**src/rtl/serializador_if.sv**
```systemverilog
// Handshake bundle between the upstream word queue, the serializer and the bit sink.
interface serializador_if #(
  parameter int DATA_W = 8,
  parameter int LEN_W  = 4
);
  logic [DATA_W-1:0] data_in;
  logic [LEN_W-1:0]  len_in;
  logic              ready_in;
  logic              dequeue_out;
  logic              data_out;
  logic              valid_out;
  logic              last_out;
  logic              status_out;

  modport master (
    input  data_in, len_in, ready_in,
    output dequeue_out, data_out, valid_out, last_out, status_out
  );

  modport slave (
    output data_in, len_in, ready_in,
    input  dequeue_out, data_out, valid_out, last_out, status_out
  );
endinterface

```
**src/rtl/serializador.sv**
```systemverilog
// Word-to-bit serializer: fetches one word from a queue, shifts it out MSB first,
// optionally followed by an even-parity bit.
//
// state | meaning
// IDLE  | waiting for len_in != 0
// FETCH | dequeue_out high, queue read latency
// LOAD  | capture data_in and parity, clear bit counter
// SHIFT | present bits, advance on ready_in
module serializador #(
  parameter int DATA_W = 8,
  parameter int LEN_W  = 4,
  parameter int PARITY = 0
) (
  input  logic           clock,
  input  logic           reset,
  serializador_if.master bus
);
  localparam int FRAME_W = DATA_W + ((PARITY != 0) ? 1 : 0);
  localparam int CNT_W   = 4;
  localparam logic [CNT_W-1:0] LAST_IDX = CNT_W'(FRAME_W - 1);

  typedef enum logic [1:0] {IDLE, FETCH, LOAD, SHIFT} state_t;

  state_t            state_q, state_d;
  logic [DATA_W:0]   shreg_q, shreg_d;
  logic [CNT_W-1:0]  cnt_q, cnt_d;
  logic              dequeue_q, dequeue_d;
  logic              par_bit;
  logic              in_shift;

  // The parity slot always exists; with PARITY=0 it is loaded 0 and never reaches the MSB.
  assign par_bit = (PARITY != 0) ? ^bus.data_in : 1'b0;

  always_ff @(posedge clock or negedge reset) begin
    if (!reset) begin
      state_q   <= IDLE;
      shreg_q   <= '0;
      cnt_q     <= '0;
      dequeue_q <= 1'b0;
    end else begin
      state_q   <= state_d;
      shreg_q   <= shreg_d;
      cnt_q     <= cnt_d;
      dequeue_q <= dequeue_d;
    end
  end

  always_comb begin
    state_d   = state_q;
    shreg_d   = shreg_q;
    cnt_d     = cnt_q;
    dequeue_d = 1'b0;
    unique case (state_q)
      IDLE: begin
        if (bus.len_in != '0) begin
          dequeue_d = 1'b1;
          state_d   = FETCH;
        end
      end
      FETCH: state_d = LOAD;
      LOAD: begin
        shreg_d = {bus.data_in, par_bit};
        cnt_d   = '0;
        state_d = SHIFT;
      end
      SHIFT: begin
        if (bus.ready_in) begin
          shreg_d = {shreg_q[DATA_W-1:0], 1'b0};
          if (cnt_q == LAST_IDX) begin
            state_d = IDLE;
          end else begin
            cnt_d = cnt_q + 1'b1;
          end
        end
      end
      default: state_d = IDLE;
    endcase
  end

  assign in_shift        = (state_q == SHIFT);
  assign bus.dequeue_out = dequeue_q;
  assign bus.valid_out   = in_shift;
  assign bus.data_out    = in_shift & shreg_q[DATA_W];
  assign bus.last_out    = in_shift && (cnt_q == LAST_IDX);
  assign bus.status_out  = (state_q != IDLE);
endmodule
```
**src/flat_wrapper.sv**
```systemverilog
// flat-port wrapper written by rule: the top's interface ports become plain ports
module serializador_flat 
#(
  parameter int DATA_W = 8,
  parameter int LEN_W  = 4,
  parameter int PARITY = 0
)
  (clock, reset, bus_data_in, bus_len_in, bus_ready_in, bus_dequeue_out, bus_data_out, bus_valid_out, bus_last_out, bus_status_out);
  serializador_if #(.DATA_W(DATA_W), .LEN_W(LEN_W)) bus_i ();
  input  logic clock;
  input  logic reset;
  input wire logic [$bits(bus_i.data_in)-1:0] bus_data_in;
  input wire logic [$bits(bus_i.len_in)-1:0] bus_len_in;
  input wire logic [$bits(bus_i.ready_in)-1:0] bus_ready_in;
  output wire logic [$bits(bus_i.dequeue_out)-1:0] bus_dequeue_out;
  output wire logic [$bits(bus_i.data_out)-1:0] bus_data_out;
  output wire logic [$bits(bus_i.valid_out)-1:0] bus_valid_out;
  output wire logic [$bits(bus_i.last_out)-1:0] bus_last_out;
  output wire logic [$bits(bus_i.status_out)-1:0] bus_status_out;
  assign bus_i.data_in = bus_data_in;
  assign bus_i.len_in = bus_len_in;
  assign bus_i.ready_in = bus_ready_in;
  assign bus_dequeue_out = bus_i.dequeue_out;
  assign bus_data_out = bus_i.data_out;
  assign bus_valid_out = bus_i.valid_out;
  assign bus_last_out = bus_i.last_out;
  assign bus_status_out = bus_i.status_out;
  serializador #(.DATA_W(DATA_W), .LEN_W(LEN_W), .PARITY(PARITY)) u_core (.clock(clock), .reset(reset), .bus(bus_i));
endmodule
```
**config.mk**
```make
export PLATFORM = sky130hd
export DESIGN_NAME = serializador_flat
export DESIGN_NICKNAME = d
export VERILOG_FILES = /design/src/rtl/serializador_if.sv /design/src/rtl/serializador.sv /design/src/flat_wrapper.sv
export SDC_FILE = /design/constraint.sdc
export NUM_CORES = 1
export LEC_CHECK = 0
export CAP_MARGIN = 10
export CORE_ASPECT_RATIO = 1.75
export CORE_MARGIN = 1
export CORE_UTILIZATION = 29
export DETAILED_ROUTE_END_ITERATION = 8
export PLACE_DENSITY = 0.51
export SETUP_SLACK_MARGIN = 0.3
export SYNTH_ARGS = -nofsm -noshare
export SYNTH_HDL_FRONTEND = slang
export SYNTH_SLANG_ARGS = --single-unit
```
**constraint.sdc**
```tcl
create_clock -name clock -period 4.6 [get_ports clock]
set_clock_uncertainty 0.2 [all_clocks]
set_input_delay 0.92 -clock clock [delete_from_list [all_inputs] [get_ports clock]]
set_output_delay 0.92 -clock clock [all_outputs]
set_load 0.02 [all_outputs]
```
* Yosys cells after proc, flatten, opt, wreduce, memory -nomap -nowiden
Cells that the tools add are included.
Cells by class: $add $sub $neg 1, muxes and demuxes 11, reduce and logical (&&, ||, !) cells 8, eq/ne operators 8, bitwise operators 1
Operator list (number):
- one-hot mux 9 bit (2 select lines) | 1
- two-way mux 9 bit | 1
- two-way mux 4 bit | 2
- one-hot mux 2 bit (4 select lines) | 1
- one-hot mux 4 bit (2 select lines) | 1
- two-way mux 2 bit | 3
- != test 2 bit (second input constant) | 3
- AND reduction 3 bit | 2
- adder 4 x 1 -> 4 bit (second input constant) | 1
- equality test 2 bit (second input constant) | 2
- equality test 4 x 3 -> 1 bit (second input constant) | 1
- nonzero test 2 bit | 2
- nonzero test 4 bit | 1
- equality test 2 x 1 -> 1 bit (second input constant) | 1
- zero test 2 bit | 1
- two-way mux 1 bit | 2
- != test 2 x 1 -> 1 bit (second input constant) | 1
- AND reduction 2 bit | 1
- bitwise AND 1 bit | 1
- logical AND 1 bit | 1
Storage, ports and cells: register bits after elaboration 16, input port bits 15, output and inout port bits 5

* Longest topological paths before layout
Gate-level depths: netlist of run 1.
word-level depth 4, depth in mapped cells 7, mapped depth without buffers 5

* Worst setup path before layout of run 1
Ideal clock, no wire load.
path kind reg-to-output, from reg u_core.state_q[1], to out bus_data_out, stages on the path, launching flop included 5, slack 2.210 ns, required time 3.480 ns, buffers on the path 2, arrival 1.270 ns, cells stage by stage dfrtp_1 -> ha_1 -> buf_2 -> buf_2 -> and2_1
Between the ends: word-level cells in the longest chain between the ends 2
Ends and longest elaborated chain:
- start: declaration | line serializador.sv:24 | state_t state_q, state_d;
- start signal: assignment | line serializador.sv:41 | state_q <= state_d;
- equality test 2 bit | line serializador.sv:80 | assign in_shift = (state_q == SHIFT);
- via bus_valid_out | line flat_wrapper.sv:17 | output wire logic [$bits(bus_i.valid_out)-1:0] bus_valid_out;
- bitwise AND 1 bit | line serializador.sv:83 | assign bus.data_out = in_shift & shreg_q[DATA_W];
- end: declaration | line flat_wrapper.sv:16 | output wire logic [$bits(bus_i.data_out)-1:0] bus_data_out;
The timed path passes the listed nets, and every way through them passes these cells.

* Worst setup path in the final report of run 1
from reg u_core.state_q[1], to out bus_data_out
Between the ends: word-level cells in the longest chain between the ends 2
Ends and longest elaborated chain (line):
- equality test 2 bit | serializador.sv:80
- bitwise AND 1 bit | serializador.sv:83
No other way between the ends.

==> impl_metrics.csv, run 1 <==
group,metric,value,unit
floorplanning,rows,26,
critical_path,worstSetupStartpointType,"flip-flop",
critical_path,cp.required,3.48,ns
critical_path,crit_start,"u_core.state_q[1]$_DFFE_PN0P_",
cts,path_clk_slew,0.06,ns
place,gp_congestion,0.717,
logic_synthesis,synth_nets,110,
final_layout,post-route-util,0.394,
floorplanning,dieArea,3350,um^2
route,avgViaCountPerCell,5.29,
status,status,"finished clean",
floorplanning,core_area,2930,um^2
global_route,grt_max_degree,19,
logic_synthesis,synthDistinctLibCells,22,
critical_path,worstReg2RegEnd,"u_core.shreg_q[4]$_DFFE_PN0P_",
cts,post_cts_buffers,0,
floorplanning,initial_core_util,0.309,
sta,worst_pin_slew,0.682,ns
sta,slew_violations,0,
cts,root_buffer,"clkbuf_8",
cts,ctsHoldBuffers,0,
hold_path,hold_end,"u_core.shreg_q[1]$_DFFE_PN0P_",
place,io_buffers,19,
logic_synthesis,ys_warn_count,0,
place,dpl_cell_area,1110,um^2
critical_path,r2r-start,"u_core.state_q[0]$_DFFE_PN0P_",
power,power.total,708,uW
hold_path,min_from,"u_core.shreg_q[1]$_DFFE_PN0P_",
cts,htree_levels,1,
final_layout,n_antenna_cell,0,
logic_synthesis,synthTopCellsByArea,"dfrtp_1 42%, mux2i_1 12%, ha_1 6.9%",
logic_synthesis,syn_area_per_cell,10.0,um^2
route,finalWirelength,1860,um
logic_synthesis,synth_top_cells_by_count,"15 x dfrtp_1, 11 x mux2i_1, 8 x a21oi_1",
logic_synthesis,mappedNetlistArea,903,um^2
global_route,grt_pass1_vias,731,
critical_path,critPathCaptureType,"output port",
sta,fmax,302,MHz
cts,cts_made_buffers,3,
final_layout,syn2layout_area_growth,27.6,%
route,firstDrtPassIters,6,
cts,cts.sinks,15,
sta,slew_headroom,0.544,
final_layout,finalInstanceArea,1150,um^2
route,drc,0,
critical_path,critPathKind,"flip-flop to output port",
floorplanning,top_level_ports,20,
critical_path,crit_arrival,2.19,ns
logic_synthesis,synth_top_area_frac,0.416,
critical_path,cpMaxStageDelayCell,"clkdlybuf4s50_1",
critical_path,reg2reg_slack,2.73,ns
power,power.leakage,0.000492,uW
final_layout,drive_above_1_share,0.0648,
logic_synthesis,async_flop_share,1.00,
sta,rsz0062_at_grt,"false",
critical_path,max_stage_delay,0.59,ns
logic_synthesis,yosysTopAreaCell,"dfrtp_1",
logic_synthesis,seq_area_frac_synth,0.416,
cts,clock_path_buffers,2,
sta,setup_tns,0,ns
route,ant_nets,0,
hold_path,hold_path_class,"flip-flop to flip-flop",
logic_synthesis,synth_enable_flop_cells,0,
cts,cts_resized,0,
critical_path,r2r_cells,5,
logic_synthesis,ys.flop_type,"dfrtp_1",
critical_path,cpLargestDelayFamily,"buffers and inverters",
route,wire_per_inst,13.7,um
critical_path,worst-path-buf-inv,2,
power,powerDensity,614,nW/um^2
hold_path,whs_path_depth,2,
sta,hold_violations,0,
global_route,grt_pass1_wl,3130,um
logic_synthesis,syn_inst,90,
global_route,grtUsageTotal,0.129,
global_route,antenna_found_initial,0,
critical_path,cp_max_fo,18,
cts,clk_latency,0.25,ns
global_route,grt_overflow_total,0,
logic_synthesis,yosysMostFrequentCell,"dfrtp_1",
sta,fin_crit_sh,0.720,
floorplanning,die_h,75.8,um
power,ir_worst_vdd,272,uV
critical_path,path_cells,"ha_1 > buf_4 > and2_1 > clkdlybuf4s50_1",
sta,setup-violations-final,0,
route,drt-initial-drc-count,12,
route,vias,719,
floorplanning,die_width,44.2,um
final_layout,nets,129,
run,maxCapViolCount,0,
logic_synthesis,ys_ff_latch,15,
sta,min_period,3.31,ns
place,dp_hpwl,1350,um
cts,cts_tree,"yes",
==> cell type report <==
class                   count  area (um^2)
well taps                  28         35.0
multi-input cells          65          484
repair buffers             20          198
flip-flops and latches     15          375
inverters                   4         15.0
fillers                   307         1780
clock buffers               4         45.0
==> report_power, final <==
part | switching (uW) | leakage (uW) | internal (uW)
combinational | 191 | 0.000284 | 171
sequential | 42.9 | 0.000185 | 194
clock | 47.2 | 0.0000228 | 61.4
total | 281 | 0.000492 | 426
==> layout by cell type (no fill, tap or decap) <==
cell              n
clkdlybuf4s50_1  19
dfrtp_1          15
mux2i_1          11
a21oi_1           8
nand2_1           7
nor2b_1           7
a211oi_1          7
nor2_1            5
ha_1              5
inv_1             4
clkbuf_8          3
and2_1            2
nand4_1           2
o211ai_1          2
nand4b_1          2
nand3b_1          1
nor4_4            1
o22ai_1           1
o21ai_0           1
a22oi_2           1
nand3_1           1
mux2_4            1
clkbuf_1          1
buf_4             1
==> worst max-delay path by stage <==
stage / cells past startpoint / end / slack [ns]
6_report: 4 / bus_data_out / 1.29
5_1_grt: 4 / bus_data_out / 1.17
4_1_cts: 4 / bus_data_out / 1.28
3_5_place_dp: 4 / bus_data_out / 1.55
3_3_place_gp: 4 / bus_data_out / 1.61
2_1_floorplan: 4 / bus_data_out / 2.21
==> worst min-delay path: stages, from the launching register on <==
cell and delay, ns:
dfrtp_1 0.39, nand2_1 0.07, o22ai_1 0.07
==> logic make-up (layout without fill, tap and decap cells) <==
kind of cell               Yosys count  in the layout  share of synthesized area
DFF                                 15             15                      0.416
adders and majority gates            5              5                     0.0693
muxes                               12             12                      0.139
and+or+nand+nor                     28             28                      0.183
AOI/OAI and AO/OA                   20             20                      0.145
buffers and inverters               10             28                     0.0485
==> state kept, by name, indices dropped and copies added, names as in the netlist <==
register and flops:
u_core.cnt_q 4, u_core.state_q 2, u_core.bus.dequeue_out 1, u_core.shreg_q 8
==> metrics by stage <==
stage | hold slack (ns) | std cells | setup slack (ns)
2_1_floorplan | 0.315 | 90 | 2.21
4_1_cts | 0.376 | 136 | 1.28
5_1_grt | 0.400 | 136 | 1.17
3_5_place_dp | 0.362 | 132 | 1.55
3_3_place_gp | 0.346 | 132 | 1.61
6_report | 0.365 | 136 | 1.29
==> metal layers <==
layer  global-route usage  routed length, um
met1                0.147                763
met2                0.211                954
met3               0.0190                 77
met4                0.104                 68
met5                    0                  0
No activity file was read; power rests on OpenSTA's default activity.
==> inputs of run 2 (changes only) <==
==> constraint.sdc (replaced) <==
create_clock -name clock -period 3.13 [get_ports clock]
set_clock_uncertainty 0.2 [all_clocks]
set_input_delay 0.626 -clock clock [delete_from_list [all_inputs] [get_ports clock]]
set_output_delay 0.626 -clock clock [all_outputs]
set_load 0.02 [all_outputs]
==> run 2 against run 1 <==
Net effect: die area did not move; total power is 48% higher; core utilization up 0.60 points; clock-buffer cell count stayed put; critical endpoint is now bus_last_out; cell area is 1.5% higher; via count is 1.3% higher; first-iteration DRC count rose by 33%; worst hold slack improved by 0.015 ns; worst setup slack worse by 0.78 ns; global-route usage is 0.56 points lower; routed wire length grew 1.3%; critical path type unchanged; sequential power grew 48%.
==> impl_metrics.csv, run 2 (same netlist as run 1, synthesis figures left out) <==
group,metric,value,unit
cts,cts_tree,"yes",
sta,rsz0062_at_grt,"false",
floorplanning,die_width,44.2,um
route,finalWirelength,1890,um
power,intPower,637,uW
power,swShare,0.393,
power,pwr-share-clk,0.149,
floorplanning,top_level_ports,20,
route,firstDrtPassIters,6,
final_layout,drive_above_1_share,0.0909,
critical_path,critPathKind,"flip-flop to output port",
cts,cts.sinks,15,
power,p_comb_frac,0.517,
power,power.leakage,0.000500,uW
critical_path,cp_max_fo,11,
final_layout,largestRegisters,"u_core.shreg_q: 8 flops, u_core.cnt_q: 4 flops, u_core.state_q: 2 flops",
place,gp_congestion,0.744,
floorplanning,rows,26,
cts,path_clk_slew,0.06,ns
critical_path,cpMaxStageDelayCell,"clkdlybuf4s50_1",
cts,clk_latency,0.24,ns
global_route,grtUsageTotal,0.124,
final_layout,syn2layout_area_growth,29.5,%
cts,root_buffer,"clkbuf_8",
sta,fin_ws,0.508,ns
place,dp_hpwl,1390,um
final_layout,largest_register_ffs,8,
sta,slew_violations,0,
critical_path,cp.required,2.30,ns
floorplanning,initial_core_util,0.309,
global_route,grt_overflow_total,0,
global_route,grt_pass1_vias,669,
status,status,"finished clean",
floorplanning,dieArea,3350,um^2
cts,cts_made_buffers,3,
route,ant_nets,0,
cts,htree_levels,1,
global_route,grt_max_degree,19,
cts,clock_path_buffers,2,
critical_path,crit_arrival,1.80,ns
critical_path,max_stage_delay,0.61,ns
sta,fin_crit_sh,0.838,
power,power.total,1050,uW
sta,setup-violations-final,0,
sta,min_period,2.62,ns
sta,whs,0.380,ns
critical_path,critPathCaptureType,"output port",
critical_path,worst-path-buf-inv,2,
power,ir_worst_vdd,408,uV
critical_path,worstSetupStartpointType,"flip-flop",
hold_path,hold_path_class,"flip-flop to flip-flop",
power,p_switching,412,uW
final_layout,top_register,"u_core.shreg_q",
final_layout,nets,131,
floorplanning,core_area,2930,um^2
route,avgViaCountPerCell,5.28,
power,sequentialPowerShare,0.334,
route,wire_per_inst,13.7,um
sta,fmax,381,MHz
sta,setup_tns,0,ns
sta,hold_violations,0,
place,dp.cells,134,
final_layout,finalNonFillerCells,138,
route,drc,0,
place,dp_worst_setup_slack,0.650,ns
final_layout,n_antenna_cell,0,
final_layout,final_common_cell,"clkdlybuf4s50_1",
sta,worst_pin_slew,0.720,ns
route,drt-initial-drc-count,16,
critical_path,reg2reg_slack,1.31,ns
final_layout,layout_common_cells,"19 x clkdlybuf4s50_1, 15 x dfrtp_1, 11 x mux2i_1",
global_route,grt_pass1_wl,3010,um
critical_path,path_cells,"ha_2 > inv_1 > nor2_1 > clkdlybuf4s50_1",
run,maxCapViolCount,0,
sta,slew_headroom,0.519,
power,powerDensity,897,nW/um^2
critical_path,cpLargestDelayFamily,"buffers and inverters",
global_route,antenna_found_initial,0,
place,io_buffers,19,
route,vias,728,
floorplanning,die_h,75.8,um
[run 2: area by class of cell]
type,instances,area [um^2]
fill,297,1760
multi-input combinational,65,487
sequential,15,375
timing repair buffer,22,213
clock buffer,4,45.0
tap,28,35.0
inverter,4,15.0
[run 2: final timing paths]
path                                               start  cells after the start                            end
max in group asynchronous                          reset                      1  u_core.shreg_q[3]$_DFFE_PN0P_
min reg2reg                u_core.shreg_q[1]$_DFFE_PN0P_                      2  u_core.shreg_q[1]$_DFFE_PN0P_
min                        u_core.shreg_q[1]$_DFFE_PN0P_                      2  u_core.shreg_q[1]$_DFFE_PN0P_
max reg2reg                u_core.state_q[0]$_DFFE_PN0P_                      5  u_core.shreg_q[6]$_DFFE_PN0P_
max                        u_core.state_q[1]$_DFFE_PN0P_                      4                   bus_last_out
min in group asynchronous                          reset                      1    u_core.cnt_q[1]$_DFFE_PN0P_
[run 2: power groups by stage]
| stage | clock [uW] | combinational (uW) | sequential (uW) |
|---|---|---|---|
| floorplan | 0 | 394 | 341 |
| global placement | 0 | 527 | 346 |
| detailed placement | 0 | 544 | 351 |
| CTS | 164 | 546 | 348 |
| global route | 172 | 610 | 359 |
| finish | 156 | 543 | 350 |
[run 2: per-layer routing]
| layer | part of all wire | vias up | track usage |
|---|---|---|---|
| li1 | - | 359 | - |
| met2 | 0.49 | 20 | 0.198 |
| met5 | 0 | - | 0 |
| met4 | 0.021 | 0 | 0.0909 |
| met1 | 0.46 | 347 | 0.150 |
| met3 | 0.034 | 2 | 0.0142 |
[run 2: per-stage QoR]
step	util	area [um^2]
CTS	0.399	1170
floorplan	-	903
finish	0.400	1170
global placement	0.383	1120
detailed placement	0.383	1120
global route	0.400	1170
[run 2: worst register-to-register path, stage by stage, from the launching register on]
cell	delay (ns)
dfrtp_1	0.38
inv_1	0.12
ha_1	0.58
nor2b_1	0.10
a211oi_1	0.25
a21oi_1	0.06
[run 2: timing repair]
action / CTS / global route
hold buffers: 0 / 0
gates resized for setup: 0 / 1
setup buffers: 0 / 0
endpoints found under the setup margin: 0 / 1
